--- src/rtl/core_sequencer.sv ---
// core_sequencer: multi-cycle FETCH/DECODE/EXEC/WB control unit owning pc, IR, Z and the start/done handshake
module core_sequencer #(
  parameter int PC_W  = 7,
  parameter int CNT_W = 16
) (
  input  logic             clk,
  input  logic             reset,
  input  logic             start,
  output logic             done,
  output logic             busy,
  output logic [PC_W-1:0]  pc,
  input  logic [8:0]       instr,
  input  logic             alu_zero,
  output logic [2:0]       rd_sel,
  output logic [2:0]       rs_sel,
  output logic [1:0]       alu_op,
  output logic             reg_we,
  output logic [1:0]       wb_sel,
  output logic [7:0]       imm,
  output logic             mem_re,
  output logic             mem_we,
  output logic [CNT_W-1:0] retired
);
  typedef enum logic [2:0] {IDLE, FETCH, DECODE, EXEC, WB, DONE} state_t;
  state_t state, state_nx;
  logic [8:0] ir;
  logic [2:0] op;
  logic z, is_alu, is_ldi, is_ldr, is_str, is_brz, is_jmp, is_halt, launch, retire;
  assign op      = ir[8:6];
  assign is_alu  = op < 3'd3;
  assign is_ldi  = op == 3'd3;
  assign is_ldr  = op == 3'd4;
  assign is_str  = op == 3'd5;
  assign is_brz  = op == 3'd6;
  assign is_jmp  = op == 3'd7 && ir[5:0] != 6'd0;
  assign is_halt = op == 3'd7 && ir[5:0] == 6'd0;
  assign launch  = start && (state == IDLE || state == DONE);
  // LDR retires in WB; every other instruction, HALT included, retires in EXEC
  assign retire  = (state == EXEC && !is_ldr) || state == WB;
  always_ff @(posedge clk)
    if (reset) state <= IDLE;
    else state <= state_nx;
  always_comb begin
    state_nx = state;
    case (state)
      IDLE, DONE: state_nx = start ? FETCH : state;
      FETCH:      state_nx = DECODE;
      DECODE:     state_nx = EXEC;
      EXEC:       state_nx = is_ldr ? WB : is_halt ? DONE : FETCH;
      WB:         state_nx = FETCH;
      default:    state_nx = IDLE;
    endcase
  end
  always_ff @(posedge clk)
    if (reset) begin
      pc      <= '0;
      ir      <= '0;
      z       <= 1'b0;
      retired <= '0;
    end else begin
      if (launch) begin
        pc      <= '0;
        z       <= 1'b0;
        retired <= '0;
      end
      if (state == FETCH) ir <= instr;
      if (state == EXEC && is_alu) z <= alu_zero;
      if (state == EXEC && (is_jmp || (is_brz && z))) pc <= PC_W'(ir[5:0]);
      else if (retire && !is_halt) pc <= pc + 1'b1;
      if (retire && retired != '1) retired <= retired + 1'b1;
    end
  // strobes are masked by reset so an aborted instruction never touches the datapath
  always_comb begin
    done   = state == DONE;
    busy   = state == FETCH || state == DECODE || state == EXEC || state == WB;
    rd_sel = ir[5:3];
    rs_sel = ir[2:0];
    alu_op = is_alu ? ir[7:6] : 2'b00;
    wb_sel = is_ldr ? 2'b10 : is_ldi ? 2'b01 : 2'b00;
    imm    = {5'b0, ir[2:0]};
    reg_we = !reset && ((state == EXEC && (is_alu || is_ldi)) || state == WB);
    mem_re = !reset && state == EXEC && is_ldr;
    mem_we = !reset && state == EXEC && is_str;
  end
endmodule

--- config.mk ---
export PLATFORM = sky130hd
export DESIGN_NAME = core_sequencer
export DESIGN_NICKNAME = d
export VERILOG_FILES = /design/src/rtl/core_sequencer.sv
export SDC_FILE = /design/constraint.sdc
export NUM_CORES = 1
export LEC_CHECK = 0
export CORE_MARGIN = 3
export CORE_UTILIZATION = 35
export CTS_CLUSTER_SIZE = 14
export DETAILED_ROUTE_END_ITERATION = 7
export PLACE_DENSITY = 0.65
export SLEW_MARGIN = 25
export SYNTH_ARGS = -nofsm -noshare
export SYNTH_HDL_FRONTEND = slang
export SYNTH_SLANG_ARGS = --single-unit
--- constraint.sdc ---
create_clock -name clk -period 1.9 [get_ports clk]
set_input_delay 0.19 -clock clk [delete_from_list [all_inputs] [get_ports clk]]
set_output_delay 0.19 -clock clk [all_outputs]
set_load 0.01 [all_outputs]
## Word-level counts from Yosys, hierarchy flattened

Cells that the tools add are included.
W data, S select, Z words.

- $add $sub $neg: 2
- Multiply operators: 0
- Div/mod/pow operators: 0
- Magnitude comparators: 1
- Eq/ne operators: 12
- Shift operators: 0
- Muxes and demuxes: 14
- Bitwise operators: 0
- Reductions and logical operators: 34

Operators with widths:

| operator | count |
|---|---|
| $mux W16 | 2 |
| $eq A3 B3 Y1 const B | 6 |
| $add A16 B1 Y16 const B | 1 |
| $ne A16 B16 Y1 const B | 1 |
| $pmux W3 S5 | 1 |
| $logic_and A1 B1 Y1 | 14 |
| $mux W7 | 2 |
| $eq A3 B2 Y1 const B | 3 |
| $mux W3 | 3 |
| $logic_or A1 B1 Y1 | 8 |
| $add A7 B1 Y7 const B | 1 |
| $logic_not A6 Y1 | 1 |
| $mux W6 | 1 |
| $reduce_bool A2 Y1 | 3 |
| $reduce_bool A6 Y1 | 1 |
| $mux W2 | 2 |
| $reduce_or A2 Y1 | 2 |
| $eq A3 B1 Y1 const B | 1 |
| $logic_not A1 Y1 | 3 |
| $logic_not A3 Y1 | 1 |
| $lt A3 B2 Y1 const B | 1 |
| $mux W1 | 3 |
| $reduce_bool A3 Y1 | 1 |
| $ne A2 B2 Y1 const B | 1 |

- Register bits: 36
- Latch bits: 0
- Bits in writable memories: 0
- ROM bits: 0
- Input bits: 13
- Output and inout bits: 46
- Logic and storage cells: 69
- Memories: 0

## Logic depth before layout (Yosys ltp)

Gate-level depths: netlist of the first run.

- Depth in word-level cells: 7
- Mapped depth: 8
- Depth with buffers taken out: 6

## Worst setup path after synthesis of the first run

No wires, ideal clock.

- Path kind: reg-to-reg
- Start point: register retired[0]
- End point: register retired[8]
- Setup time: 0.059 ns
- Data arrival time: 1.866 ns
- Data required time: 1.841 ns
- Slack: -0.025 ns
- Cell stages (with the launch flop): 7
- Path buffers: 0
- Clock period less this slack: 1.925 ns
- Cell sequence: dfxtp_1 -> ha_1 -> nand3_1 -> or4_4 -> o32ai_4 -> a21o_1 -> a22o_1

- Word-level cells in the longest chain between the ends: 3
- Elaborated cells on any way between the ends: 5
- Classes of those cells: add/sub: 1; eq/ne: 1; mux: 1; reduce/logical: 2

RTL lines:

| what | RTL line | RTL |
|---|---|---|
| start: declaration | 22 | `output logic [CNT_W-1:0] retired` |
| start signal: assignment | 70 | `if (retire && retired != '1) retired <= retired + 1'b1;` |
| parallel branches: the longest is 3 deep, another holds $add A16 B1 Y16 | - |  |

Parallel ways; which one is timed is not known.
A chain may end at the register's enable or synchronous reset.

## Worst setup path in the final report of the first run

- Start point: register ir[6]
- End point: output wb_sel[0]

- Word-level cells in the longest chain between the ends: 3
- Elaborated cells on any way between the ends: 4
- Classes of those cells: eq/ne: 2; mux: 2

RTL lines:

| what | RTL line | RTL |
|---|---|---|
| start: declaration | 26 | `logic [8:0] ir;` |
| start signal: assignment | 66 | `if (state == FETCH) ir <= instr;` |
| $eq A3 B2 Y1 | 31 | `assign is_ldi = op == 3'd3;` |
| $mux W1 | 79 | `wb_sel = is_ldr ? 2'b10 : is_ldi ? 2'b01 : 2'b00;` |
| $mux W2 * | 79 |  |
| end: declaration | 18 | `output logic [1:0] wb_sel,` |

Every way passes the cells marked *; elsewhere a longest branch is shown, timed or not.

==> results of run 1 <==
## registers in the layout (all words and copies together), names as in the netlist
name / cells
retired: 16
ir: 9
pc: 7
state: 3
z: 1
## final timing paths
kind / from / cells after the start / slack [ns] / to
hold reg to reg: z$_SDFFE_PP0P_ / 2 / 0.50 / z$_SDFFE_PP0P_
setup / recovery: ir[6]$_SDFFE_PP0N_ / 4 / 0.09 / wb_sel[0]
hold / removal: alu_zero / 3 / 0.48 / z$_SDFFE_PP0P_
setup reg to reg: retired[1]$_SDFFE_PP0P_ / 7 / 0.09 / retired[8]$_SDFFE_PP0P_
## cell usage in the layout, fill, tap and decap left out, types with 7 or more instances in the layout
cell | Yosys | routed
dfxtp_1 | 36 | 31
inv_1 | 8 | 8
mux2i_1 | 9 | 9
a21oi_1 | 13 | 13
a31oi_1 | 7 | 7
nand3_1 | 16 | 15
nand2_1 | 18 | 17
and3_1 | 7 | 7
buf_4 | 16 | 41
nor2_1 | 30 | 30
clkdlybuf4s50_1 | 0 | 49
## layout make-up
type	count	area (um^2)
Fill cell	530	2524
Multi-Input combinational cell	187	1286
Clock buffer	6	82.58
Timing Repair Buffer	99	920.9
Clock inverter	2	10.01
Tap cell	72	90.09
Inverter	8	30.03
Sequential cell	36	732.0
## cells in the mapped netlist, types with 5 or more instances
cell type | instances | share of area [%]
a31oi_1 | 7 | 2.1
nand3_1 | 16 | 3.8
inv_1 | 8 | 1.4
dfxtp_1 | 36 | 34
nand4_1 | 5 | 1.5
nor3_1 | 5 | 1.2
mux2i_1 | 9 | 4.3
a21oi_1 | 13 | 3.1
buf_4 | 16 | 5.7
nor2_1 | 30 | 5.3
nand2_1 | 18 | 3.2
xnor2_1 | 5 | 2.1
and3_1 | 7 | 2.1
## routing by layer
layer,wire length [um],part of all wire (%),GRT usage (%),up-vias
li1,-,-,-,1054
met1,2500,46,21.41,943
met2,2605,48,25.60,62
met3,302,5.5,3.949,5
met4,52,0.95,4.825,0
met5,0,0,0,-
## kinds of logic after synthesis
group	count (synthesis)	share of synthesized area (%)
xor+xnor	8	3.308
flops	36	34.02
buf+inv	32	9.628
mux	10	4.785
other cells	1	0.1770
compound gates	51	18.49
fa+ha+maj	2	1.181
simple gates	111	28.41
## worst min-delay path, delay by kind of cell
family,cells,cell delay (ns)
buffers and inverters,1,0.42
and+or+nand+nor,1,0.07
AOI/OAI and AO/OA,1,0.05
## where the power goes
| part | total (mW) | internal, mW | switching [mW] |
|---|---|---|---|
| clock | 0.563 | 0.289 | 0.274 |
| combinational | 0.538 | 0.293 | 0.245 |
| sequential | 0.853 | 0.799 | 0.0539 |
| total | 1.95 | 1.38 | 0.573 |
## timing repair
action,4_1_cts,5_1_grt
pin swaps,2,6
hold buffers,0,0
resized for setup,10,15
setup buffers,3,6
setup endpoints to repair,7,19
cloned,0,1
==> results.md, run 1 <==
- Fin Setup TNS: 0 ns
- Area grow syn2layout: 48.79%
- Fin crit share: 95.29%
- Worst VDD drop: 0.4554 mV
- Ys Warns: 0
- CTS Buf Count: 5
- Initial drt markers: 146
- Crit path cell chain: and2_1, buf_4, nor2b_1, clkdlybuf4s50_1
- Crit path buf inv count: 2
- Root buf cell: clkbuf_8
- RSZ-0062 raised after global routing: true
- Drt wl/cell: 13.32 um
- Bufs on Longest Clock Path: 2
- Clock skew: 0.007227 ns
- Fmax: 552.3 MHz
- Syn avg cell area: 8.439 um^2
- Area of the mapped netlist: 2118 um^2
- Clock sinks: 36
- Crit path time final: 1.811 ns
- Largest net degree at the start of global routing: 25
- H-tree depth: 2
- Synth Register Bits: 36
- Gpl congestion: 0.8106
- Min Hold Slack: 0.4798 ns
- CTS clk-pin slew, worst paths: 0.07 ns
- Primary FF master, synth: dfxtp_1
- Via/cell ratio: 5.034
- Final WS setup: 0.08946 ns
- Buffers on Ports: 53
- Dpl ws: 0.01696 ns
- Worst-Skew Late Latency: 0.29 ns
- Unique masters post-synth: 59
- Antenna viol nets, final: 0
- DIE AREA: 7022 um^2
- Vias post-DR: 2064
- Fin util: 55.53%
- Detailed Route WL: 5460 um
- DIE WIDTH: 83.80 um
- CTS tree: done
- Max Transition Viols Final: 0
- Initial antenna violation count: 0
- Total global routing overflow: 0
- Critical Path Sink Type: primary output
- Hold Path Class: in -> reg
- Io pins: 59
- Slowest CP cell: clkdlybuf4s50_1
- Post-layout nets: 352
- Register area share after synthesis: 34.02%
- Crit path max fanout: 8
- Core area: 5675 um^2
- Biggest cell delay along the critical path: 0.54 ns
- Status: completed
- Vias in the first global route: 1978
- Die Y-Extent: 83.80 um
- Critical Path RT: 1.71 ns
- PnR Total Power: 1.954 mW
- Delay-heaviest family, CP: buffers and inverters
- Initial core utilization: 37.32%
- Layout cells sized above 1: 23.96%
- GRT Util Overall: 16.06%
- Non-filler cells, final: 410
- Final Cell Area: 3152 um^2
- Setup violations, final: 0
- Diodes inserted: 0
- Critical path launch point type: flop
- Max Cap Viol: 0
- Drt drc: 0
- First-pass GRT wire length: 9377 um
- Rows: 27
- Fraction of registers with async set/reset: 0%
- Drt pass-1 iters: 4
- Hold Vio Cnt, Final: 0
- Power density cells: 619.9 nW/um^2
- Static Leak: 1.246 nW
- DP Cell Count: 392
- Placed cell area: 2889 um^2
- Setup CP Type: reg -> out
- EDFF count, synth: 0
- Critical Path AT: 1.62 ns
- Syn Inst Count: 251
- Hpwl dp: 4013 um
Note: power is estimated with default switching activity, not from simulation.
==> run 2: changes to the inputs <==
TNS_END_PERCENT = 20   (was not set)
==> results.md, run 2 (synthesized netlist as in run 1, its figures left out) <==
- Status: completed
- Diodes inserted: 0 (unchanged)
- DIE AREA: 7022 um^2 (unchanged)
- Crit path max fanout: 8 (unchanged)
- Largest register FFs: 16 (unchanged)
- Delay-heaviest family, CP: simple AND/OR/NAND/NOR gates
- CTS clk-pin slew, worst paths: 0.07 ns (about the same)
- Crit path cell chain: nand4_4, or4_4, o32ai_4, buf_12, a21o_1, a22o_1
- Vias post-DR: 2062 (-0.097%)
- Final WS setup: 0.08023 ns (-0.009224 ns)
- CTS tree: done
- Min Hold Slack: 0.4814 ns (+0.001624 ns)
- Hold Vio Cnt, Final: 0 (unchanged)
- Clock sinks: 36 (unchanged)
- Initial core utilization: 37.32% (unchanged)
- Non-filler cells, final: 406 (-0.98%)
- Slowest CP cell: or4_4
- Worst VDD drop: 0.4625 mV (+1.5%)
- GRT Util Overall: 15.92% (-0.14 points)
- Crit. Startpoint: retired[10]$_SDFFE_PP0P_
- Critical Path Sink Type: flop
- Fin Setup TNS: 0 ns (unchanged)
- Drt wl/cell: 13.62 um (+2.3%)
- Fin util: 55.25% (-0.29 points)
- Crit path buf inv count: 1 (-1)
- Worst-Skew Late Latency: 0.29 ns (about the same)
- DIE WIDTH: 83.80 um (unchanged)
- RSZ-0062 raised after global routing: true
- Critical path launch point type: flop
- Fmax: 549.5 MHz (-0.51%)
- Clock skew: 0.005448 ns (-0.001779 ns)
- CTS Buf Count: 5 (unchanged)
- Layout cells sized above 1: 23.05% (-0.91 points)
- Vias in the first global route: 1970 (-0.40%)
- Hpwl dp: 4013 um (unchanged)
- DP Cell Count: 392 (unchanged)
- Buffers on Ports: 53 (unchanged)
- Hold Path Class: in -> reg
- Total global routing overflow: 0 (unchanged)
- Largest net degree at the start of global routing: 25 (unchanged)
- Most frequent cells in the layout: clkdlybuf4s50_1 (48), buf_4 (38), nor2_1 (30), dfxtp_1 (30), nand2_1 (17)
- Setup violations, final: 0 (unchanged)
- Largest Register: retired
- Critical Path AT: 2.06 ns (+0.44 ns)
- Detailed Route WL: 5531 um (+1.3%)
- Power density cells: 622.1 nW/um^2 (+0.35%)
- Setup crit end: retired[8]$_SDFFE_PP0P_
- Biggest cell delay along the critical path: 0.57 ns (+0.03 ns)
- Drt drc: 0 (unchanged)
- Post-layout nets: 348 (-1.1%)
- Max Cap Viol: 0 (unchanged)
- H-tree depth: 2 (unchanged)
- Via/cell ratio: 5.079 (+0.89%)
- Reg2Reg Setup Slack: 0.08 ns (about the same)
- Die Y-Extent: 83.80 um (unchanged)
- Top Registers: retired x16, ir x9, pc x7
- Setup CP Type: reg -> reg
- Max Transition Viols Final: 0 (unchanged)
- Static Leak: 1.251 nW (+0.39%)
- Rows: 27 (unchanged)
- Bufs on Longest Clock Path: 2 (unchanged)
- Io pins: 59 (unchanged)
- Initial antenna violation count: 0 (unchanged)
- Worst reg2reg path startpoint: retired[10]$_SDFFE_PP0P_
- Critical Path RT: 2.14 ns (+0.43 ns)
- Worst r2r path cells: 6 (-1)
- Antenna viol nets, final: 0 (unchanged)
- Dpl ws: 0.01696 ns (unchanged)
- Initial drt markers: 158 (+8.2%)
- Core area: 5675 um^2 (unchanged)
- Gpl congestion: 0.8106 (unchanged)
- Area grow syn2layout: 48.02%
- Drt pass-1 iters: 4 (unchanged)
- Crit path time final: 1.820 ns (+0.009224 ns)
- Levels on crit path: 6 (+2)
- Root buf cell: clkbuf_8
- R2R Path End: retired[8]$_SDFFE_PP0P_
- Most common cell after layout, fill and taps aside: clkdlybuf4s50_1
- Fin crit share: 95.78% (+0.49 points)
- First-pass GRT wire length: 9301 um (-0.81%)
[run 2: area by class of cell]
| cell class | instances | area, um^2 |
|---|---|---|
| clock buffers | 6 | 82.58 |
| clock inverters | 2 | 10.01 |
| fillers | 539 | 2540 |
| inverters | 8 | 30.03 |
| multi-input cells | 187 | 1291 |
| flip-flops and latches | 36 | 733.2 |
| well taps | 72 | 90.09 |
| repair buffers | 95 | 898.4 |
[run 2: how the worst min path moves through the flow]
stage / from / end / slack, ns / cells past startpoint
2_1_floorplan: alu_zero / z$_SDFFE_PP0P_ / 0.33 / 2
3_3_place_gp: z$_SDFFE_PP0P_ / z$_SDFFE_PP0P_ / 0.47 / 2
3_5_place_dp: z$_SDFFE_PP0P_ / z$_SDFFE_PP0P_ / 0.49 / 2
4_1_cts: alu_zero / z$_SDFFE_PP0P_ / 0.47 / 3
5_1_grt: alu_zero / z$_SDFFE_PP0P_ / 0.50 / 3
6_report: alu_zero / z$_SDFFE_PP0P_ / 0.48 / 3
[run 2: what timing repair did]
item	CTS	global route
setup endpoints to repair	7	20
pin swaps	1	3
buffers inserted	0	5
hold buffers	0	0
resized for setup	10	14
gates cloned	0	1
[run 2: where the power goes]
group | internal, mW | total [mW] | switching [mW]
clock network | 0.289 | 0.567 | 0.277
registers | 0.799 | 0.852 | 0.0535
logic | 0.287 | 0.532 | 0.245
[run 2: routing by layer]
metal  GRT usage [%]  wire length [um]  part of all wire [%]
met5               0                 0                     0
met4           4.825                61                   1.1
met3           3.949               303                   5.5
met1           21.05              2534                    46
met2           25.52              2631                    48
[run 2: worst register-to-register path, cell delays in order (launching register included)]
cell	delay (ns)
dfxtp_1	0.39
nand4_4	0.15
or4_4	0.57
o32ai_4	0.30
buf_12	0.16
a21o_1	0.09
a22o_1	0.11
[run 2: per-stage QoR]
step / power (mW) / area (um^2)
after global placement: 1.358 / 2889
after global routing: 2.064 / 3136
final: 1.951 / 3136
after floorplan: 1.168 / 2142
after CTS: 1.941 / 2993
after detailed placement: 1.366 / 2889
==> run 3: changes to the inputs <==
CORE_ASPECT_RATIO = 1.4   (was not set)
PLACE_DENSITY = not set   (was 0.65)
PLACE_DENSITY_LB_ADDON = 0.15   (was not set)
==> results.md, run 3 (synthesized netlist as in run 1, its figures left out) <==
- Met2 usage: 27.41% (+1.9 points)
- Bufs on Longest Clock Path: 2 (unchanged)
- Drt wl/cell: 13.72 um (+0.74%)
- Antenna viol nets, final: 0 (unchanged)
- Max Transition Viols Final: 0 (unchanged)
- Initial core utilization: 37.26% (-0.066 points)
- Crit path time final: 1.868 ns (+0.04795 ns)
- RSZ-0062 raised after global routing: true
- Max Cap Viol: 0 (unchanged)
- CTS clk-pin slew, worst paths: 0.07 ns (about the same)
- Drt drc: 0 (unchanged)
- Fin crit share: 98.30% (+2.5 points)
- Setup CP Type: reg -> reg
- Clock skew: 0.008470 ns (+0.003022 ns)
- Die Y-Extent: 98.05 um (+17%)
- Dpl ws: -0.02195 ns (-0.03892 ns)
- Area grow syn2layout: 44.18%
- Final Cell Area: 3054 um^2 (-2.6%)
- Worst VDD drop: 0.3545 mV (-23%)
- Drt pass-1 iters: 4 (unchanged)
- Layout cells sized above 1: 22.09% (-0.96 points)
- GRT Util Overall: 15.82% (-0.093 points)
- Via/cell ratio: 5.149 (+1.4%)
- H-tree depth: 2 (unchanged)
- Largest register FFs: 16 (unchanged)
- Root buf cell: clkbuf_8
- Busiest layer in global routing: met2
- Hold Path Class: in -> reg
- Critical Path RT: 2.13 ns (about the same)
- Diodes inserted: 0 (unchanged)
- Gpl congestion: 0.8483 (+4.7%)
- Min Hold Slack: 0.4937 ns (+0.01231 ns)
- Hold Vio Cnt, Final: 0 (unchanged)
- Vias post-DR: 2075 (+0.63%)
- Met3 usage: 3.090% (-0.86 points)
- DIE WIDTH: 71.75 um (-14%)
- Initial drt markers: 56 (-65%)
- Clock sinks: 36 (unchanged)
- Io pins: 59 (unchanged)
- Fmax: 535.4 MHz (-2.6%)
- Most frequent cells in the layout: clkdlybuf4s50_1 (49), buf_4 (42), dfxtp_1 (34)
- DIE AREA: 7035 um^2 (+0.19%)
- Total global routing overflow: 0 (unchanged)
- Fin util: 53.72% (-1.5 points)
- Critical Path Sink Type: flop
- Worst-Skew Late Latency: 0.29 ns (about the same)
- Core area: 5685 um^2 (+0.18%)
- Detailed Route WL: 5531 um (unchanged)
- Static Leak: 1.230 nW (-1.7%)
- Placed cell area: 2909 um^2 (+0.69%)
- Power density cells: 635.6 nW/um^2 (+2.2%)
- Largest net degree at the start of global routing: 25 (unchanged)
- Most common cell after layout, fill and taps aside: clkdlybuf4s50_1
- Post-layout nets: 349 (+0.29%)
- Rows: 32 (+19%)
- Final WS setup: 0.03229 ns (-0.04795 ns)
- Initial antenna violation count: 0 (unchanged)
- CTS Buf Count: 5 (unchanged)
- Critical Path AT: 2.10 ns (+0.04 ns)
- First-pass GRT wire length: 8942 um (-3.9%)
- Status: completed
- Buffers on Ports: 53 (unchanged)
- Vias in the first global route: 1896 (-3.8%)
- Setup violations, final: 0 (unchanged)
- Grt met1 use: 19.23% (-1.8 points)
- Crit path max fanout: 7 (-1)
- Hpwl dp: 4302 um (+7.2%)
- Top Registers: retired x16, ir x9, pc x7
- Largest Register: retired
- CTS tree: done
- Critical path launch point type: flop
-- run 3: final timing paths --
| path | startpoint | endpoint | slack, ns | cells after the start |
|---|---|---|---|---|
| setup reg to reg | retired[0]$_SDFFE_PP0P_ | retired[11]$_SDFFE_PP0P_ | 0.03 | 7 |
| setup / recovery | retired[0]$_SDFFE_PP0P_ | retired[11]$_SDFFE_PP0P_ | 0.03 | 7 |
| hold / removal | alu_zero | z$_SDFFE_PP0P_ | 0.49 | 3 |
| hold reg to reg | z$_SDFFE_PP0P_ | z$_SDFFE_PP0P_ | 0.50 | 2 |
-- run 3: area by class of cell --
type                            count  area, um^2
Inverter                            8       30.03
Clock inverter                      2       10.01
Timing Repair Buffer               96       864.6
Fill cell                         548        2631
Sequential cell                    36       728.2
Multi-Input combinational cell    187        1254
Tap cell                           68       85.08
Clock buffer                        6       82.58
-- run 3: critical path, cell delays in order (launching register included) --
cell and delay, ns:
dfxtp_1 0.34, ha_2 0.21, nand3_4 0.10, or4_4 0.50, o32ai_4 0.38, buf_4 0.19
nand2_1 0.04, nand3_1 0.05
-- run 3: metal layers --
layer  up-vias  routed length, um
met1       960               2357
met3         8                286
li1       1052                  -
met2        55               2792
met4         0                 95
met5         -                  0
-- run 3: where the power goes --
| group | switching, mW | internal, mW | total, mW | leakage, nW |
|---|---|---|---|---|
| clock | 0.284 | 0.290 | 0.574 | 0.0510 |
| combinational | 0.244 | 0.279 | 0.523 | 0.886 |
| sequential | 0.0477 | 0.797 | 0.845 | 0.293 |
| total | 0.576 | 1.37 | 1.94 | 1.23 |
-- run 3: per-stage QoR --
stage	power, mW	setup TNS, ns	instances
after floorplan	1.168	0	255
after global placement	1.370	-0.003410	393
after detailed placement	1.375	-0.04917	393
after CTS	1.956	-0.06649	401
after global routing	2.052	-0.1542	403
final	1.941	0	403
-- run 3: what timing repair did --
item | CTS | global route
pin swaps | 1 | 1
gates cloned | 0 | 0
hold buffers | 0 | 0
buffers inserted | 0 | 2
resized for setup | 9 | 6
setup endpoints to repair | 9 | 13
